## src/rtl/lpif_dstrm_protid_sched_pkg.sv

```systemverilog
// Shared types and constants for the LPIF downstream protocol-ID scheduler.
package lpif_sched_pkg;

  // Link state code reported by the LSM when the link may carry flits.
  localparam logic [3:0] LPIF_ST_ACTIVE = 4'h1;

  // Field widths of the dstrm_* bundle.
  localparam int PROTID_W = 2;
  localparam int STATE_W  = 4;

  // Packet scheduler states: free, packet owned, packet paused by link state.
  typedef enum logic [1:0] {
    SCH_IDLE = 2'd0,
    SCH_LOCK = 2'd1,
    SCH_HOLD = 2'd2
  } sched_st_t;

endpackage

```

## src/rtl/lpif_dstrm_protid_sched_arb.sv

```systemverilog
// Combinational round-robin pick: first asserted request strictly after the
// pointer, wrapping around. The pointer register lives in the parent.
module lpif_rr_arb
  import lpif_sched_pkg::*;
#(
  parameter int N = 2
) (
  input  logic [N-1:0]          i_req,
  input  logic [PROTID_W-1:0]   i_ptr,
  output logic [PROTID_W-1:0]   o_grant,
  output logic                  o_any
);

  logic [3:0]          w_req4;
  logic [PROTID_W-1:0] w_idx;
  logic                w_hit;

  assign w_req4 = 4'(i_req);

  // Scan requesters in cyclic order starting just after the pointer.
  always_comb begin
    o_grant = 2'd0;
    o_any   = 1'b0;
    w_idx   = 2'd0;
    w_hit   = 1'b0;
    for (int k = 1; k <= N; k++) begin
      w_idx   = 2'((int'(i_ptr) + k) % N);
      w_hit   = ~o_any & w_req4[w_idx];
      o_grant = w_hit ? w_idx : o_grant;
      o_any   = o_any | w_hit;
    end
  end

endmodule

```

## src/rtl/lpif_dstrm_protid_sched.sv

```systemverilog
// Downstream scheduler: shares one dstrm_* channel among NUM_REQ protocol-ID
// requesters with round-robin grant at packet boundaries, issue-slot pacing
// and gating of data on link ACTIVE state.
module lpif_dstrm_protid_sched
  import lpif_sched_pkg::*;
#(
  parameter int NUM_REQ = 2,
  parameter int DATA_W  = 256,
  parameter int CRC_W   = 16
) (
  input  logic                      clk_wr,
  input  logic                      rst_wr,
  input  logic                      m_gen2_mode,
  input  logic [STATE_W-1:0]        lp_state,
  input  logic                      tx_ready,
  input  logic [NUM_REQ-1:0]        req_valid,
  input  logic [NUM_REQ-1:0]        req_last,
  input  logic [NUM_REQ*DATA_W-1:0] req_data,
  input  logic [NUM_REQ*CRC_W-1:0]  req_crc,
  input  logic [NUM_REQ-1:0]        req_crc_valid,
  output logic [NUM_REQ-1:0]        req_ready,
  output logic [STATE_W-1:0]        dstrm_state,
  output logic [PROTID_W-1:0]       dstrm_protid,
  output logic [DATA_W-1:0]         dstrm_data,
  output logic                      dstrm_dvalid,
  output logic [CRC_W-1:0]          dstrm_crc,
  output logic                      dstrm_crc_valid,
  output logic                      dstrm_valid,
  output logic                      sched_busy
);

  sched_st_t             r_state, w_state_nxt;
  logic [PROTID_W-1:0]   r_owner, w_owner_nxt;
  logic [PROTID_W-1:0]   r_ptr;
  logic                  r_pace;
  logic                  r_busy;

  logic [STATE_W-1:0]    r_dstrm_state;
  logic [PROTID_W-1:0]   r_dstrm_protid;
  logic [DATA_W-1:0]     r_dstrm_data;
  logic                  r_dstrm_dvalid;
  logic [CRC_W-1:0]      r_dstrm_crc;
  logic                  r_dstrm_crc_valid;
  logic                  r_dstrm_valid;

  logic                  w_slot, w_issue, w_active, w_can, w_xfer_ok, w_xfer;
  logic [PROTID_W-1:0]   w_arb_grant, w_grant;
  logic                  w_arb_any;
  logic [NUM_REQ-1:0]    w_ready;
  logic                  w_sel_last, w_sel_crcv;
  logic [DATA_W-1:0]     w_sel_data;
  logic [CRC_W-1:0]      w_sel_crc;

  // Gen2 issues every cycle; otherwise only on odd cycles of the pace toggle.
  assign w_slot    = m_gen2_mode | r_pace;
  assign w_issue   = w_slot & tx_ready;
  assign w_active  = (lp_state == LPIF_ST_ACTIVE);
  // Handshake is forced low while reset is asserted so every output reads 0.
  assign w_xfer_ok = w_issue & w_active & w_can & ~rst_wr;
  assign w_xfer    = |w_ready;

  lpif_rr_arb #(.N(NUM_REQ)) u_arb (
    .i_req   (req_valid),
    .i_ptr   (r_ptr),
    .o_grant (w_arb_grant),
    .o_any   (w_arb_any)
  );

  // FSM output decode: who holds the grant and whether it may transfer now.
  always_comb begin
    w_grant = r_owner;
    w_can   = 1'b0;
    case (r_state)
      SCH_IDLE: begin w_grant = w_arb_grant; w_can = w_arb_any; end
      SCH_LOCK: begin w_grant = r_owner;     w_can = 1'b1;      end
      SCH_HOLD: begin w_grant = r_owner;     w_can = 1'b0;      end
      default:  begin w_grant = 2'd0;        w_can = 1'b0;      end
    endcase
  end

  // Per-requester handshake and selection of the granted slice.
  always_comb begin
    w_ready    = {NUM_REQ{1'b0}};
    w_sel_last = 1'b0;
    w_sel_crcv = 1'b0;
    w_sel_data = {DATA_W{1'b0}};
    w_sel_crc  = {CRC_W{1'b0}};
    for (int i = 0; i < NUM_REQ; i++) begin
      w_ready[i] = w_xfer_ok & (w_grant == 2'(i)) & req_valid[i];
      w_sel_last = (w_grant == 2'(i)) ? req_last[i]                  : w_sel_last;
      w_sel_crcv = (w_grant == 2'(i)) ? req_crc_valid[i]             : w_sel_crcv;
      w_sel_data = (w_grant == 2'(i)) ? req_data[i*DATA_W +: DATA_W] : w_sel_data;
      w_sel_crc  = (w_grant == 2'(i)) ? req_crc[i*CRC_W +: CRC_W]    : w_sel_crc;
    end
  end

  // Next-state logic: lock on a multi-flit packet, pause while link not ACTIVE.
  always_comb begin
    w_state_nxt = r_state;
    w_owner_nxt = r_owner;
    case (r_state)
      SCH_IDLE: begin
        if (w_xfer && !w_sel_last) begin
          w_state_nxt = SCH_LOCK;
          w_owner_nxt = w_grant;
        end else begin
          w_state_nxt = SCH_IDLE;
        end
      end
      SCH_LOCK: begin
        if (!w_active) begin
          w_state_nxt = SCH_HOLD;
        end else if (w_xfer && w_sel_last) begin
          w_state_nxt = SCH_IDLE;
        end else begin
          w_state_nxt = SCH_LOCK;
        end
      end
      SCH_HOLD: begin
        if (w_active) begin
          w_state_nxt = SCH_LOCK;
        end else begin
          w_state_nxt = SCH_HOLD;
        end
      end
      default: begin
        w_state_nxt = SCH_IDLE;
      end
    endcase
  end

  // State register, owner, round-robin pointer and pace toggle.
  always_ff @(posedge clk_wr or posedge rst_wr) begin
    if (rst_wr) begin
      r_state <= SCH_IDLE;
      r_owner <= 2'd0;
      r_ptr   <= 2'(NUM_REQ - 1);
      r_pace  <= 1'b0;
      r_busy  <= 1'b0;
    end else begin
      r_state <= w_state_nxt;
      r_owner <= w_owner_nxt;
      r_ptr   <= w_xfer ? w_grant : r_ptr;
      r_pace  <= ~r_pace;
      r_busy  <= (w_state_nxt != SCH_IDLE);
    end
  end

  // Registered dstrm_* bundle; payload fields hold when no flit is carried.
  always_ff @(posedge clk_wr or posedge rst_wr) begin
    if (rst_wr) begin
      r_dstrm_valid     <= 1'b0;
      r_dstrm_state     <= 4'h0;
      r_dstrm_dvalid    <= 1'b0;
      r_dstrm_protid    <= 2'd0;
      r_dstrm_data      <= {DATA_W{1'b0}};
      r_dstrm_crc       <= {CRC_W{1'b0}};
      r_dstrm_crc_valid <= 1'b0;
    end else begin
      r_dstrm_valid <= w_issue;
      r_dstrm_state <= w_issue ? lp_state : r_dstrm_state;
      if (w_xfer) begin
        r_dstrm_dvalid    <= 1'b1;
        r_dstrm_protid    <= w_grant;
        r_dstrm_data      <= w_sel_data;
        r_dstrm_crc       <= w_sel_crc;
        r_dstrm_crc_valid <= w_sel_crcv;
      end else begin
        r_dstrm_dvalid    <= 1'b0;
        r_dstrm_crc_valid <= 1'b0;
      end
    end
  end

  assign req_ready       = w_ready;
  assign dstrm_state     = r_dstrm_state;
  assign dstrm_protid    = r_dstrm_protid;
  assign dstrm_data      = r_dstrm_data;
  assign dstrm_dvalid    = r_dstrm_dvalid;
  assign dstrm_crc       = r_dstrm_crc;
  assign dstrm_crc_valid = r_dstrm_crc_valid;
  assign dstrm_valid     = r_dstrm_valid;
  assign sched_busy      = r_busy;

endmodule

```

## config.mk

```make
export PLATFORM = sky130hd
export DESIGN_NAME = lpif_dstrm_protid_sched
export DESIGN_NICKNAME = d
export VERILOG_FILES = /design/src/rtl/lpif_dstrm_protid_sched_pkg.sv /design/src/rtl/lpif_dstrm_protid_sched_arb.sv /design/src/rtl/lpif_dstrm_protid_sched.sv
export SDC_FILE = /design/constraint.sdc
export NUM_CORES = 1
export LEC_CHECK = 0
export CAP_MARGIN = 10
export CORE_AREA = 2 2 327 329
export CTS_CLUSTER_SIZE = 16
export DETAILED_ROUTE_END_ITERATION = 10
export DIE_AREA = 0 0 329 331
export SLEW_MARGIN = 15
export SYNTH_ARGS = -nofsm -noshare
export SYNTH_HDL_FRONTEND = slang
export SYNTH_SLANG_ARGS = --single-unit
```

## constraint.sdc

```tcl
create_clock -name clk_wr -period 9.01 [get_ports clk_wr]
set_input_delay 1.802 -clock clk_wr [delete_from_list [all_inputs] [get_ports clk_wr]]
set_output_delay 1.802 -clock clk_wr [all_outputs]
set_load 0.005 [all_outputs]
```

==> qor.yml <==
finish:
  fin_nets: 2619
  syn_to_final_growth_pct: 76.92
  drive_gt1_frac: 0.1565
  finalNonFillerCells: 3479
min_path:
  holdPathEnd: "r_pace"
  hold_class: "flip-flop to flip-flop"
  holdPathStages: 1
  min_from: "r_pace"
flow_run:
  cap_violations: 0
drt:
  dr.pass1.iters: 4
  drt-initial-drc-count: 529
  vias: 13332
  viasPerCell: 3.832
  drc: 0
  ant_nets: 0
  wirelength_um: 67870
  drt-wirelength-per-cell_um: 19.51
power_and_ir_drop:
  p_leak_uw: 0.009949
  ir_worst_vdd_v: 0.00009883
  fin_total_pwr_uw: 4819
  powerDensity_nw_per_um2: 191.1
synth:
  syn_area_per_cell_um2: 11.14
  yosys_warnings: 0
  netlist.area_leader.share: 0.5038
  synth_area_leaders: "dfrtp_1 50%, a221oi_2 25%, nor2_1 14%"
  synth_seq_cells: 288
  synth_cell_types: 37
  seq_area_frac_synth: 0.5056
  synthCells: 1280
  synth_top_cell_by_area: "dfrtp_1"
  syn_nets: 1842
  netlist_area_um2: 14260
  synth_edf_count: 0
  ys.flop_type: "dfrtp_1"
  postSynth.asyncResetShare: 1.000
sta:
  worst_pin_slew_ns: 1.238
  period_share: 0.6567
  hold_viol: 0
  fin_hold_ws_ns: 0.4420
  grt_setup_unrepaired: "no"
  finalSetupTns_ns: 0
  fin_skew_ns: 0.02701
  min_period_ns: 5.916
  setup_viol: 0
  drv_slew: 0
  max_slew_margin: 0.1745
  max_freq_ghz: 0.1690
floorplan:
  initial_utilization: 0.1358
  die-area_um2: 108900
  boundaryPins: 842
  rows: 119
  core_um2: 105000
  die_h_um: 331
  die_x_um: 329
clocking:
  cts_root_buf: "clkbuf_16"
  cts_setup_buffers: 0
  cts_tree: "yes"
  ctsHoldBuffers: 0
  h-tree-depth: 2
  path_clk_slew_ns: 0.06
  worstSkewPairLatency_ns: 0.57
  cts.sinks: 288
  clk_path_buf_depth: 3
  cts_buffers: 37
  cts_resized: 0
placed_design:
  place_hpwl_um: 50360
  gp_congestion: 0.8187
  dp.cells: 3409
  io_buffers: 841
worst_setup_path:
  required_ns: 7.21
  r2r_end: "dstrm_data[33]"
  rrSetupSlack_ns: 4.97
  timing.rr.start: "r_state[0]"
  path_max_fanout: 3
  worstSetupPathType: "input port to output pin"
  reg2regPathDepth: 10
  end_kind: "output pin"
  cp-start-kind: "input port"
  arrival_ns: 4.11
outcome:
  status: "completed"
grt:
  grt-ovfl-total: 0
  grt_pass1_wl_um: 95160
  track_usage: 0.1178
  grt_antenna_before_repair: 17
  grt_pass1_vias: 13816
  grt_max_degree: 151
[layer usage]
metal	track usage	part of all wire	vias to the layer above	routed length [µm]
li1	-	-	6209	-
met1	0.1435	0.41	6472	27720
met2	0.1972	0.49	544	32980
met3	0.03452	0.074	105	5028
met4	0.04179	0.031	2	2127
met5	0	0.00019	-	13
[stage by stage]
step / utilization / area, µm² / setup slack, ns
floorplan: - / 14260 / 3.390
finish: 0.2403 / 25220 / 3.094
global placement: 0.2280 / 23930 / 3.130
CTS: 0.2402 / 25210 / 3.102
detailed placement: 0.2280 / 23930 / 3.102
global route: 0.2403 / 25220 / 3.024
[worst max-delay path, cell delays in order]
cell	delay (ns)
clkdlybuf4s50_1	0.44
or4b_1	0.64
a2111oi_4	0.44
and3_1	0.28
clkdlybuf4s50_1	0.51
[worst max-delay path by stage]
stage                     start           end  slack [ns]
global placement    lp_state[1]  req_ready[1]        3.13
finish              lp_state[1]  req_ready[1]        3.09
floorplan                rst_wr  dstrm_crc[0]        3.39
detailed placement  lp_state[1]  req_ready[1]        3.10
CTS                 lp_state[1]  req_ready[1]        3.10
global route        lp_state[1]  req_ready[0]        3.02
[where the power goes]
group / internal, µW / switching (µW)
clock: 968 / 622
sequential: 1560 / 157
combinational: 825 / 686
total: 3350 / 1470
[logic make-up (layout without fill, tap and decap cells)]
group	after synthesis	count (layout)	synth area share
flops	288	288	0.5056
simple gates	565	565	0.1517
buf+inv	129	932	0.05406
mux	4	4	0.003159
fa+ha+maj	4	4	0.003511
other cells	0	5	0
compound gates	290	290	0.2819
[cell usage after synthesis, drive strengths merged, types with 3 or more instances]
cell and n:
nor2 548, dfrtp 287, a221oi 272, buf 60, clkbuf 60, inv 9, ha 4, mux2 4
nand2 4, o21ai 4, a21o 3, and2 3
[area by class of cell]
| cell class | instances | area (µm²) |
|---|---|---|
| Clock buffer | 54 | 1110 |
| Fill cell | 11313 | 79750 |
| Tap cell | 1391 | 1740 |
| Multi-Input combinational cell | 863 | 6304 |
| Sequential cell | 288 | 7208 |
| Antenna cell | 5 | 12.51 |
| Inverter | 9 | 45.04 |
| Timing Repair Buffer | 858 | 8633 |
| Clock inverter | 11 | 168.9 |
[registers in the layout, summed over array words and instances (netlist names)]
name and count:
dstrm_data 256, dstrm_protid 2, sched_busy 1, dstrm_crc 16, dstrm_crc_valid 1, r_pace 1
dstrm_dvalid 1, r_owner 2, r_state 2, dstrm_state 4, r_ptr 1, dstrm_valid 1
[cells in the final DEF, fill, tap and decap left out, types with 7 or more instances in the layout]
master / synthesis / final
nor2_1: 548 / 547
clkdlybuf4s50_1: 0 / 841
dfrtp_1: 287 / 287
inv_1: 8 / 7
buf_12: 0 / 7
a221oi_2: 238 / 238
a221oi_1: 34 / 34
clkbuf_16: 0 / 37
buf_4: 17 / 10
clkbuf_8: 0 / 12
Note: power is estimated with default switching activity, not from simulation.
==> variant 1: new RTL, same settings <==
The parameter `CRC_W` goes from 16 to 32.
--- a/src/rtl/lpif_dstrm_protid_sched.sv
+++ b/src/rtl/lpif_dstrm_protid_sched.sv
@@ -8,3 +8,3 @@
   parameter int DATA_W  = 256,
-  parameter int CRC_W   = 16
+  parameter int CRC_W   = 32
 ) (
Interface: changed (resized dstrm_crc and req_crc); port bits go from 842 to 890. The function was not compared with the original's and may differ.
==> variant 1 against the original RTL <==
Routed wire length grew 14%; worst setup slack lost 0.35 ns; power grew 11%; count of clock-buffer cells in the layout is the same; non-clock buffer count grew 47; sequential cell count grew 16; cell area shrank 1.6%; clock skew shrank 0.0053 ns; synthesized area shrank 6.8%; largest power group unchanged.
==> variant 1: results <==
{
  "yosys-top-cells-area": "dfrtp_1 (57%), a221oi_1 (19%), nor2_1 (16%), buf_2 (2.4%), clkbuf_1 (1.8%)",
  "clkLatencyLatePin_ns": 0.58,
  "rrSetupSlack_ns": 4.59,
  "synthTopCellsByCount": "nor2_1 (580), dfrtp_1 (303), a221oi_1 (288)",
  "grt_pass1_vias": 14300,
  "clock_skew_ns": 0.0218,
  "grt_pass1_wl_um": 107000,
  "finalNetCount": 2765,
  "grt_max_degree": 133,
  "hold_path_class": "reg -> reg",
  "worstPathMaxFanout": 59,
  "synth_cell_types": 33,
  "outcome": "finished clean",
  "antenna_found_initial": 36,
  "h-tree-depth": 2,
  "timing.rr.end": "dstrm_data[99]$_DFFE_PP0P_",
  "wl_per_cell_um": 21.6,
  "grt_usage_pct": 13.5,
  "post-dp-hpwl_um": 60300,
  "ir_drop_mv": 0.126,
  "synth_nets": 1947,
  "yosysWarnings": 0,
  "post-place-ws_ns": 2.72,
  "regToRegStartpoint": "r_state[0]$_DFF_PP0_",
  "numCtsBuffers": 39,
  "ys_seq_area_share_pct": 57.3,
  "arrival_ns": 4.47,
  "drt_pass1_iterations": 7,
  "viasPerCell": 4.03,
  "clk_path_buf_depth": 3,
  "drt_iter0_markers": 859,
  "synthFlopType": "dfrtp_1",
  "drive_gt1_share_pct": 4.05,
  "path_clk_slew_ns": 0.05,
  "worst_pin_slew_ns": 1.05,
  "leakage_nw": 9.79,
  "gp_congestion": 0.892,
  "reg2reg_depth": 10,
  "place.port_buffers": 889
}
[variant 1: cell count changes after synthesis, moves of 17 or more]
| cell | unedited run | this run |
|---|---|---|
| buf_2 | 16 | 64 |
| buf_6 | 27 | 2 |
| nor2_1 | 548 | 580 |
| buf_4 | 17 | 0 |
| a221oi_2 | 238 | 0 |
| a221oi_1 | 34 | 288 |
[variant 1: per-layer routing]
layer	share of wire, %	GRT usage [%]	vias up
met5	0.099	0	-
met3	9.1	4.69	134
met4	2.4	3.27	12
met1	41	16.6	7104
met2	48	22.5	688
li1	-	-	6525
[variant 1: how the worst max path moves through the flow]
| stage | endpoint | start | cells past startpoint | slack, ns |
|---|---|---|---|---|
| 6_report | req_ready[1] | req_valid[0] | 7 | 2.74 |
| 5_1_grt | req_ready[1] | req_valid[0] | 7 | 2.59 |
| 4_1_cts | req_ready[1] | req_valid[0] | 7 | 2.71 |
| 3_5_place_dp | req_ready[1] | req_valid[0] | 7 | 2.72 |
| 3_3_place_gp | req_ready[1] | req_valid[0] | 7 | 2.77 |
| 2_1_floorplan | dstrm_crc[0]$_DFFE_PP0P_ | rst_wr | 1 | 3.17 |
[variant 1: cell families (layout without fill, tap and decap cells)]
| group | after synthesis | in the layout | share of synthesized area, % |
|---|---|---|---|
| fa+ha+maj | 4 | 4 | 0.377 |
| buf+inv | 139 | 983 | 4.64 |
| mux | 4 | 4 | 0.339 |
| compound gates | 308 | 308 | 20.2 |
| other cells | 0 | 3 | 0 |
| flops | 304 | 304 | 57.3 |
| simple gates | 594 | 594 | 17.1 |
[variant 1: critical path: stages]
cell and delay [ns]:
clkdlybuf4s50_1 0.51, and2_1 0.21, o2bb2ai_1 0.31, a21boi_4 0.23
buf_4 0.55, and3_1 0.31, clkdlybuf4s50_1 0.54
[variant 1: cell type report]
cell class / count / area (sq um)
Antenna cell: 3 / 7.51
Inverter: 11 / 52.6
Fill cell: 11300 / 80100
Clock buffer: 54 / 1120
Multi-Input combinational cell: 910 / 5080
Tap cell: 1391 / 1740
Sequential cell: 304 / 7610
Timing Repair Buffer: 905 / 9070
Clock inverter: 13 / 136
[variant 1: stage by stage]
step                      util, %  total power (W)  instance area (sq um)  std cells  hold WS [ns]
after floorplan                 -          0.00253                  13300       1353         0.395
after global placement       22.4          0.00381                  23600       3521         0.406
after detailed placement     22.4          0.00383                  23600       3521         0.411
after CTS                    23.6          0.00545                  24800       3588         0.420
after global routing         23.6          0.00567                  24800       3590         0.433
final                        23.6          0.00536                  24800       3591         0.416
[variant 1: power by group]
group	total, W	switching [W]	internal (W)
Combinational	0.00184	0.000791	0.00105
Clock	0.00157	0.000645	0.000927
Sequential	0.00195	0.000218	0.00174
Total	0.00536	0.00165	0.00371
==> variant 2: new RTL, same settings <==
Made on the original files. Add an input register stage for `m_gen2_mode`, without a reset; this delays it by one clock. The other inputs are not delayed to match.
--- a/src/rtl/lpif_dstrm_protid_sched.sv
+++ b/src/rtl/lpif_dstrm_protid_sched.sv
@@ -31,2 +31,8 @@
 
+  logic m_gen2_mode_q;
+
+  always_ff @(posedge clk_wr) begin
+    m_gen2_mode_q <= m_gen2_mode;
+  end
+
   sched_st_t             r_state, w_state_nxt;
@@ -54,3 +60,3 @@
   // Gen2 issues every cycle; otherwise only on odd cycles of the pace toggle.
-  assign w_slot    = m_gen2_mode | r_pace;
+  assign w_slot    = m_gen2_mode_q | r_pace;
   assign w_issue   = w_slot & tx_ready;
Behaviour: not the same (a bounded check fails within 4 cycles, from zero or initial values and one cycle with rst_wr high).
==> variant 2 against the original RTL <==
Via count fell by 8.9%; synthesized cell count fell by 1.6%; synthesized area fell by 3.7%; non-clock buffer count fell by 9; largest power group unchanged; routed wire length fell by 17%; cell area fell by 3.5%; clock skew fell by 0.0064 ns; sequential cell count rose by 1; power rose by 5.2%; worst hold slack got worse by 0.0028 ns; worst setup slack got worse by 0.078 ns; count of clock-buffer cells in the layout fell by 3.
==> variant 2: results <==
{
  "sh_seq_area_pct": 29.7,
  "drive_gt1_share_pct": 4.04,
  "wl_met1_um": 21100,
  "gp_congestion": 0.807,
  "signal_buffers": 849,
  "area_share_clock_buf_inv_pct": 5.07,
  "area_growth_pct": 77.3,
  "worstPathMaxFanout": 36,
  "synth_nets": 1821,
  "gr-usage-met2_pct": 16.4,
  "timing.rr.end": "dstrm_data[223]$_DFFE_PP0P_",
  "synth_cell_types": 39,
  "async_flop_share_pct": 99.7,
  "swShare_pct": 29.2,
  "antenna_cells": 4,
  "met1_usage_pct": 11.0,
  "grt_usage_pct": 9.68,
  "cp_slowest_cell": "and2b_4",
  "post-dp-hpwl_um": 43300,
  "gr-usage-met3_pct": 3.34,
  "post-place-ws_ns": 3.01,
  "finalCritPeriodShare_pct": 66.5,
  "reg2reg_depth": 9,
  "netlist_instances": 1259,
  "yosys-top-cells-area": "dfrtp_1 (52%), mux2i_1 (20%), a21oi_1 (9.7%), nor2_1 (7.5%), buf_12 (3.4%)",
  "whs_ns": 0.439,
  "outcome": "finished clean",
  "nFlopsAndLatches": 289,
  "inv_count": 8,
  "grt_pass1_wl_um": 78600,
  "layout.nonclk_buf_share_pct": 35.1,
  "multi_input_area_sq_um": 5530,
  "wl_per_cell_um": 16.1,
  "rrSetupSlack_ns": 5.03,
  "fill_cells": 11400,
  "grt_max_degree": 198,
  "nClkBuffers": 51,
  "max_slew_margin_pct": 30.7,
  "ys_seq_area_share_pct": 52.6,
  "synthTopCellsByCount": "dfrtp_1 (287), nor2_1 (274), mux2i_1 (273)",
  "dp.cells": 3407,
  "stdcell_count": 3476,
  "leakage_nw": 10.2,
  "placed_cell_area_sq_um": 23100,
  "nMultiInputCombCells": 870,
  "clock_skew_ns": 0.0206
}
[variant 2: worst max path at each step]
| stage | startpoint | end | cells after the start |
|---|---|---|---|
| after floorplan | rst_wr | dstrm_crc[0]$_DFFE_PP0P_ | 1 |
| final | req_valid[1] | req_ready[1] | 6 |
| after detailed placement | req_valid[1] | req_ready[1] | 6 |
| after CTS | req_valid[1] | req_ready[1] | 6 |
| after global routing | req_valid[1] | req_ready[1] | 6 |
| after global placement | req_valid[1] | req_ready[1] | 6 |
[variant 2: power by group through the flow]
stage          registers [W]  clock network (W)  logic [W]
3_3_place_gp         0.00179                  0    0.00177
5_1_grt              0.00182            0.00165    0.00191
2_1_floorplan        0.00181                  0   0.000781
3_5_place_dp         0.00180                  0    0.00178
6_report             0.00178            0.00153    0.00175
4_1_cts              0.00179            0.00161    0.00179
[variant 2: cells by family after synthesis]
family          synth area share, %
mux                            20.0
fa+ha+maj                     0.365
buf+inv                        7.10
compound gates                 11.3
simple gates                   8.57
flops                          52.6
